==> src/rtl/dds_pwm_pkg.sv <==
// dds_pwm_pkg: shared FSM states, default sizing and sample-to-duty mapping for the DDS PWM stage
package dds_pwm_pkg;

  typedef enum logic [1:0] {IDLE, RUN, DRAIN} state_t;

  localparam int SAMPLE_W_DEF = 16;
  localparam int CNT_W_DEF    = 10;
  localparam int CNT_MAX      = 2**CNT_W_DEF - 1;
  localparam int DUTY_MID     = 2**(CNT_W_DEF - 1);

  // Offset-binary conversion (MSB flip) of a sw-bit signed sample, keeping its top cw bits
  function automatic logic [31:0] map_duty(input logic [31:0] s, input int sw, input int cw);
    logic [31:0] u;
    u = s ^ (32'd1 << (sw - 1));
    return u >> (sw - cw);
  endfunction

endpackage

==> src/rtl/dds_pwm_deadtime.sv <==
// dds_pwm_deadtime: blanks both gate outputs for DT_CYCLES clocks after any raw edge
module dds_pwm_deadtime #(
  parameter int DT_CYCLES = 4
) (
  input  logic clk,
  input  logic reset,
  input  logic raw_h,
  input  logic raw_l,
  output logic pwm_h,
  output logic pwm_l
);

  localparam int DW = $clog2(DT_CYCLES + 1);

  logic [DW-1:0] dt_cnt;
  logic          prev_h, prev_l, toggle;

  assign toggle = (raw_h != prev_h) || (raw_l != prev_l);

  // Any edge restarts the blanking window, so pulses shorter than it never reach the gate
  always_ff @(posedge clk) begin
    if (reset) begin
      prev_h <= 1'b0;
      prev_l <= 1'b0;
      dt_cnt <= '0;
      pwm_h  <= 1'b0;
      pwm_l  <= 1'b0;
    end else begin
      prev_h <= raw_h;
      prev_l <= raw_l;
      dt_cnt <= toggle ? DW'(DT_CYCLES - 1) : (dt_cnt != '0) ? dt_cnt - 1'b1 : '0;
      pwm_h  <= !toggle && (dt_cnt == '0) && raw_h;
      pwm_l  <= !toggle && (dt_cnt == '0) && raw_l;
    end
  end

endmodule

==> src/rtl/dds_pwm_modulator.sv <==
// dds_pwm_modulator: double-buffered sample-to-PWM converter; DDS_PWM_DEADTIME_EN adds dead-time
module dds_pwm_modulator import dds_pwm_pkg::*; #(
  parameter int SAMPLE_W  = SAMPLE_W_DEF,
  parameter int CNT_W     = CNT_W_DEF,
  parameter int DT_CYCLES = 4
) (
  input  logic                clk,
  input  logic                reset,
  input  logic                enable,
  input  logic [SAMPLE_W-1:0] sample_in,
  input  logic                sample_valid,
  output logic                pwm_h,
  output logic                pwm_l,
  output logic                period_start,
  output logic                sample_overrun,
  output logic                busy
);

  localparam logic [CNT_W-1:0] CMAX = '1;
  localparam logic [CNT_W-1:0] DMID = {1'b1, {(CNT_W-1){1'b0}}};

  if (CNT_W > SAMPLE_W || DT_CYCLES < 1 || DT_CYCLES > 2**(CNT_W-2)) begin : g_bad_params
    $error("dds_pwm_modulator: parameter out of range");
  end

  state_t           state, state_n;
  logic [CNT_W-1:0] cnt, hold_reg, duty_shadow, duty_in;
  logic             pending, active, load, cmp;

  assign duty_in = CNT_W'(map_duty(32'(sample_in), SAMPLE_W, CNT_W));
  assign active  = state != IDLE;
  assign load    = active && (cnt == CMAX);
  assign cmp     = active && (cnt < duty_shadow);
  assign busy    = active;

  // A stop request only takes effect at the end of the running period
  always_comb begin
    state_n = !active ? (enable ? RUN : IDLE) : enable ? RUN : load ? IDLE : DRAIN;
  end

  // State register and free-running period counter
  always_ff @(posedge clk) begin
    if (reset) begin
      state <= IDLE;
      cnt   <= '0;
    end else begin
      state <= state_n;
      cnt   <= active ? cnt + 1'b1 : '0;
    end
  end

  // Sample capture into hold_reg; shadow compare value only changes on the period's last cycle
  always_ff @(posedge clk) begin
    if (reset) begin
      hold_reg       <= '0;
      pending        <= 1'b0;
      duty_shadow    <= DMID;
      sample_overrun <= 1'b0;
    end else if (sample_valid && load) begin
      duty_shadow <= duty_in;
      pending     <= 1'b0;
    end else if (sample_valid) begin
      hold_reg       <= duty_in;
      pending        <= 1'b1;
      sample_overrun <= sample_overrun | pending;
    end else if (load && pending) begin
      duty_shadow <= hold_reg;
      pending     <= 1'b0;
    end
  end

  // Period marker registered so it lines up with the first output cycle of each period
  always_ff @(posedge clk) begin
    if (reset) period_start <= 1'b0;
    else       period_start <= active && (cnt == '0);
  end

`ifdef DDS_PWM_DEADTIME_EN
  dds_pwm_deadtime #(.DT_CYCLES(DT_CYCLES)) u_deadtime (
    .clk   (clk),
    .reset (reset),
    .raw_h (cmp),
    .raw_l (active && !cmp),
    .pwm_h (pwm_h),
    .pwm_l (pwm_l)
  );
`else
  // Complementary gate pair with one clock of compare latency, both low while idle
  always_ff @(posedge clk) begin
    if (reset) begin
      pwm_h <= 1'b0;
      pwm_l <= 1'b0;
    end else begin
      pwm_h <= cmp;
      pwm_l <= active && !cmp;
    end
  end
`endif

endmodule
==> config.mk <==
export PLATFORM = sky130hd
export DESIGN_NAME = dds_pwm_modulator
export DESIGN_NICKNAME = d
export VERILOG_FILES = /design/src/rtl/dds_pwm_pkg.sv /design/src/rtl/dds_pwm_deadtime.sv /design/src/rtl/dds_pwm_modulator.sv
export SDC_FILE = /design/constraint.sdc
export NUM_CORES = 1
export LEC_CHECK = 0
export CAP_MARGIN = 20
export CORE_MARGIN = 2
export CORE_UTILIZATION = 30
export CTS_CLUSTER_DIAMETER = 150
export DETAILED_ROUTE_END_ITERATION = 10
export PLACE_DENSITY = 0.46
export SYNTH_ARGS = -nofsm -noshare
export SYNTH_HDL_FRONTEND = slang
export SYNTH_HIERARCHICAL = 1
export SYNTH_SLANG_ARGS = --single-unit
==> constraint.sdc <==
create_clock -name clk -period 2 [get_ports clk]
set_input_delay 0.2 -clock clk [delete_from_list [all_inputs] [get_ports clk]]
set_output_delay 0.2 -clock clk [all_outputs]
set_load 0.05 [all_outputs]
[Word level (Yosys, flattened, before mapping)]
Index checks and enable logic that the tools add are counted.
Storage, ports and cells
  memories: 0
  bits of input ports: 20
  output and inout port bits: 5
  flip-flop bits (word level): 37
  memory bits (read-only): 0
  bits in latches: 0
  word-level logic and storage cells: 41
  RAM bits: 0
Operators by class
  reductions and logical operators: 15
  divide/modulo/power cells: 0
  multipliers: 0
  order comparisons: 1
  bitwise gates (word level): 4
  mux-type cells: 9
  shift-type cells: 0
  equal/unequal tests: 2
  $add $sub $neg: 1
Operator list (number)
  $mux W10: 3
  $add A10 B1 Y10 const B: 1
  $eq A10 B10 Y1 const B: 1
  $logic_not A10 Y1: 1
  $lt A10 B10 Y1: 1
  $logic_and A1 B1 Y1: 6
  $mux W2: 3
  $reduce_bool A2 Y1: 3
  $reduce_and A2 Y1: 2
  $reduce_or A2 Y1: 2
  $mux W1: 3
  $not A1 Y1: 3
  $ne A2 B1 Y1 const B: 1
  $logic_not A1 Y1: 1
  $or A1 B1 Y1: 1

[Longest topological paths before layout]
  depth in word-level cells: 6
  depth in mapped cells: 8
  gate-level depth less buffers: 6

[Worst setup path before layout]
Ideal clock, no wire load.
  path type: flip-flop to flip-flop
  from: register cnt[0]
  to: register duty_shadow[8]
  stages on the path, launching flop included: 9
  period minus slack after synthesis: 1.719 ns
  required time: 1.883 ns
  setup time: 0.117 ns
  path buffers: 3
  slack: 0.281 ns
  arrival: 1.602 ns
  cell sequence: dfxtp_1 -> ha_1 -> and3_4 -> buf_6 -> and3_4 -> buf_6 -> and3_4 -> buf_6 -> a32o_2
On the way
  longest elaborated chain between the ends: 5
  elaborated cells on any way between the ends: 8
  those cells by class: eq/ne: 2; mux: 1; reduce/logical: 5
RTL lines
  start, declared: RTL line dds_pwm_modulator.sv:27  | logic [CNT_W-1:0] cnt, hold_reg, duty_shadow, duty_in;
  start signal, assigned: RTL line dds_pwm_modulator.sv:48  | cnt <= active ? cnt + 1'b1 : '0;
  $eq A10 B10 Y1 (*): RTL line dds_pwm_modulator.sv:32  | assign load = active && (cnt == CMAX);
  $logic_and A1 B1 Y1 (*): RTL line dds_pwm_modulator.sv:32
  $logic_and A1 B1 Y1 (on tied branches): RTL line dds_pwm_modulator.sv:59, dds_pwm_modulator.sv:66
  $ne A2 B1 Y1 (no source line) / $reduce_bool A2 Y1 (equally long branches)
  $reduce_and A2 Y1 (no source line)
  end signal, assigned: RTL line dds_pwm_modulator.sv:60  | duty_shadow <= duty_in;
  end signal, assigned: RTL line dds_pwm_modulator.sv:67  | duty_shadow <= hold_reg;
  end, declared: RTL line dds_pwm_modulator.sv:27
Every way passes the cells marked *; elsewhere a longest branch is shown, timed or not.
A chain may end at the register's enable or synchronous reset.

[Worst setup path after layout]
  from: register state[1]
  to: output busy
On the way
  longest elaborated chain between the ends: 1
RTL lines
  start, declared: RTL line dds_pwm_modulator.sv:26  | state_t state, state_n;
  start signal, assigned: RTL line dds_pwm_modulator.sv:47  | state <= state_n;
  $reduce_bool A2 Y1: RTL line dds_pwm_modulator.sv:31  | assign active = state != IDLE;
  end, declared: RTL line dds_pwm_modulator.sv:16  | output logic busy
Every way passes these cells.

==> flow_metrics.tcl <==
set metrics [dict create \
    status "finished clean" \
    tightest_slew_ns 0.495 \
    place_inst 267 \
    cts_setup_buffers 0 \
    p_comb_share_pct 9.5 \
    cts.sinks 37 \
    p_per_area_nw_per_um2 675 \
    area_growth_pct 18.6 \
    maxCapViolations 0 \
    yosysWarnings 6 \
    worstSetupPathType "reg -> out" \
    drt_pass1_iterations 4 \
    drive_above_1_share_pct 9.85 \
    finalClockSkew_ns 0.00490 \
    die_x_um 80.3 \
    arrival_ns 1.63 \
    ioPinCount 25 \
    final_cell_count_no_fill 275 \
    via_per_inst 4.66 \
    grt.total_usage_pct 11.7 \
    antenna_cells 0 \
    ant_nets 0 \
    cts.repair.resized 0 \
    final.setup.worst_slack_ns 0.167 \
    max-slew-margin-rel_pct 66.9 \
    ctsLongestPathBuffers 2 \
    cts_tree "built" \
    synth_fp_nets 212 \
    grt_pass1_vias 1242 \
    cp-end-kind "output pin" \
    yosysTopAreaCell "dfxtp_1" \
    syn-instance-count 181 \
    initial_core_util_pct 31.3 \
    finalMaxSlewViolations 0 \
    ys_ff_latch 37 \
    io_buffers 18 \
    remaining_drc_errors 0 \
    h-tree-depth 2 \
    dieArea_um2 6440 \
    die_h_um 80.3 \
    intPower_w 0.00107 \
    vias 1282 \
    coreArea_um2 5570 \
    crit_path_max_fanout 4 \
    ir_worst_vdd_v 0.000315 \
    setup_tns_ns 0 \
    seqPwrFrac_pct 54.9 \
    synth_edf_count 0 \
    nFillCells 585 \
    power.switching_w 0.000326 \
    setup_violations 0 \
    rsz0062_at_grt "no" \
    cts_root_buf "clkbuf_8" \
    overflow 0 \
    seq_area_frac_synth_pct 42.5 \
    fmax_mhz 546 \
    drt_iter0_drc 26 \
    num_rows 27 \
    required_ns 1.80 \
    async_flop_share_pct 0 \
    clock_power_share_pct 35.6 \
    synthTopCellsByArea "dfxtp_1 (42%), ha_1 (7.9%), nand2b_1 (6.8%)" \
    yosysTopAreaCellShare_pct 42.5 \
    grt_max_degree 16 \
    clock_latency_ns 0.28 \
    syn-cell-area_um2 1740 \
    antenna_found_initial 0 \
    crit_path_start_kind "register" \
    fin_nets 233 \
    cts.clk_slew.worst_paths_ns 0.07 \
    avgSynthCellArea_um2 9.64 \
    yosys_most_used_dff "dfxtp_1" \
    holdBufCountCts 0 \
    synth_cell_type_count 37 \
    period_share_pct 91.6 \
    wl_um 3460 \
    p_sw_share_pct 23.3 \
    hp-class "reg -> reg" \
    cts_buffers 5 \
    gp_congestion 0.755 \
    dp_hpwl_um 2640 \
    hold_viol 0 \
    dp_slack_ns 0.306 \
    total_leakage_power_nw 0.835 \
    avgRoutedWirePerCell_um 12.6 \
    grt_first_pass_wirelength_um 5840 \
    min_period_ns 1.83 \
]
==> synthesized netlist by cell type, types with 2 or more instances <==
cell and number:
dfxtp_1 37, nor2_1 20, nand2b_1 19, inv_1 14
ha_1 11, mux2i_1 9, a32o_1 8, a21oi_1 5
xnor2_1 5, clkbuf_1 4, nand2_1 4, nand3_1 4
and3_4 3, buf_6 3, nand4_1 3, nor3_1 3
nor4_1 3, o21ai_0 3, a211oi_1 2, nor3b_1 2
or2_2 2, xor2_1 2
==> logic make-up after synthesis <==
group	synth area share [%]
adders and majority gates	7.89
and+or+nand+nor	22.4
muxes	5.17
DFF	42.5
buffers and inverters	6.24
AOI/OAI and AO/OA	12.3
xor gates and xnor gates	3.52
==> worst paths after layout <==
check	cells past startpoint	to	slack, ns	start
worst max-delay path	2	busy	0.17	state[1]
worst min-delay path	2	sample_overrun	0.47	sample_overrun
worst max register to register	5	duty_shadow[1]	0.34	cnt[0]
worst min register to register	2	sample_overrun	0.47	sample_overrun
==> layer usage <==
metal | share of wire (%) | global-route usage, %
met5 | 0 | 0
met4 | 0.55 | 4.07
met3 | 3.9 | 3.48
met2 | 45 | 18.8
met1 | 50 | 15.0
==> layout by cell type, fill, tap and decap left out, types with 2 or more instances in the layout <==
cell	count
a32o_1	8
a211oi_1	2
clkbuf_8	5
or2_2	2
and3_4	3
ha_1	11
nand2_1	4
nand4_1	3
clkbuf_1	3
dfxtp_1	37
nor3_1	3
buf_4	4
mux2i_1	9
a21oi_1	5
nand3_1	4
nor2_1	20
clkdlybuf4s50_1	18
nand2b_1	19
xor2_1	2
inv_1	14
nor3b_1	2
o21ai_0	3
nor4_1	3
xnor2_1	5
==> critical path: stages, from the launching register on <==
cell,delay [ns]
dfxtp_1,0.31
or2_2,0.33
clkdlybuf4s50_1,0.72
==> metrics by stage <==
| step | total power, W | util, % | instance area, um^2 | hold slack (ns) |
|---|---|---|---|---|
| 4_1_cts | 0.00142 | 37.1 | 2070 | 0.478 |
| 2_1_floorplan | 0.000862 | - | 1740 | 0.278 |
| 3_5_place_dp | 0.000919 | 35.7 | 1990 | 0.460 |
| 3_3_place_gp | 0.000916 | 35.7 | 1990 | 0.452 |
| 6_report | 0.00140 | 37.1 | 2070 | 0.469 |
| 5_1_grt | 0.00146 | 37.1 | 2070 | 0.501 |
==> power groups by stage <==
stage	Sequential, W	Clock [W]	Combinational (W)
2_1_floorplan	0.000794	0	0.0000686
3_3_place_gp	0.000783	0	0.000133
3_5_place_dp	0.000784	0	0.000135
4_1_cts	0.000767	0.000513	0.000135
5_1_grt	0.000769	0.000547	0.000147
6_report	0.000767	0.000497	0.000133
==> area by class of cell <==
class,count,area (um^2),area share [%]
multi-input cells,122,895,43.3
well taps,72,90.1,4.36
clock buffers,8,80.1,3.87
inverters,14,52.6,2.54
repair buffers,22,210,10.2
flip-flops and latches,37,741,35.8
(Power assumes the default switching activity.)
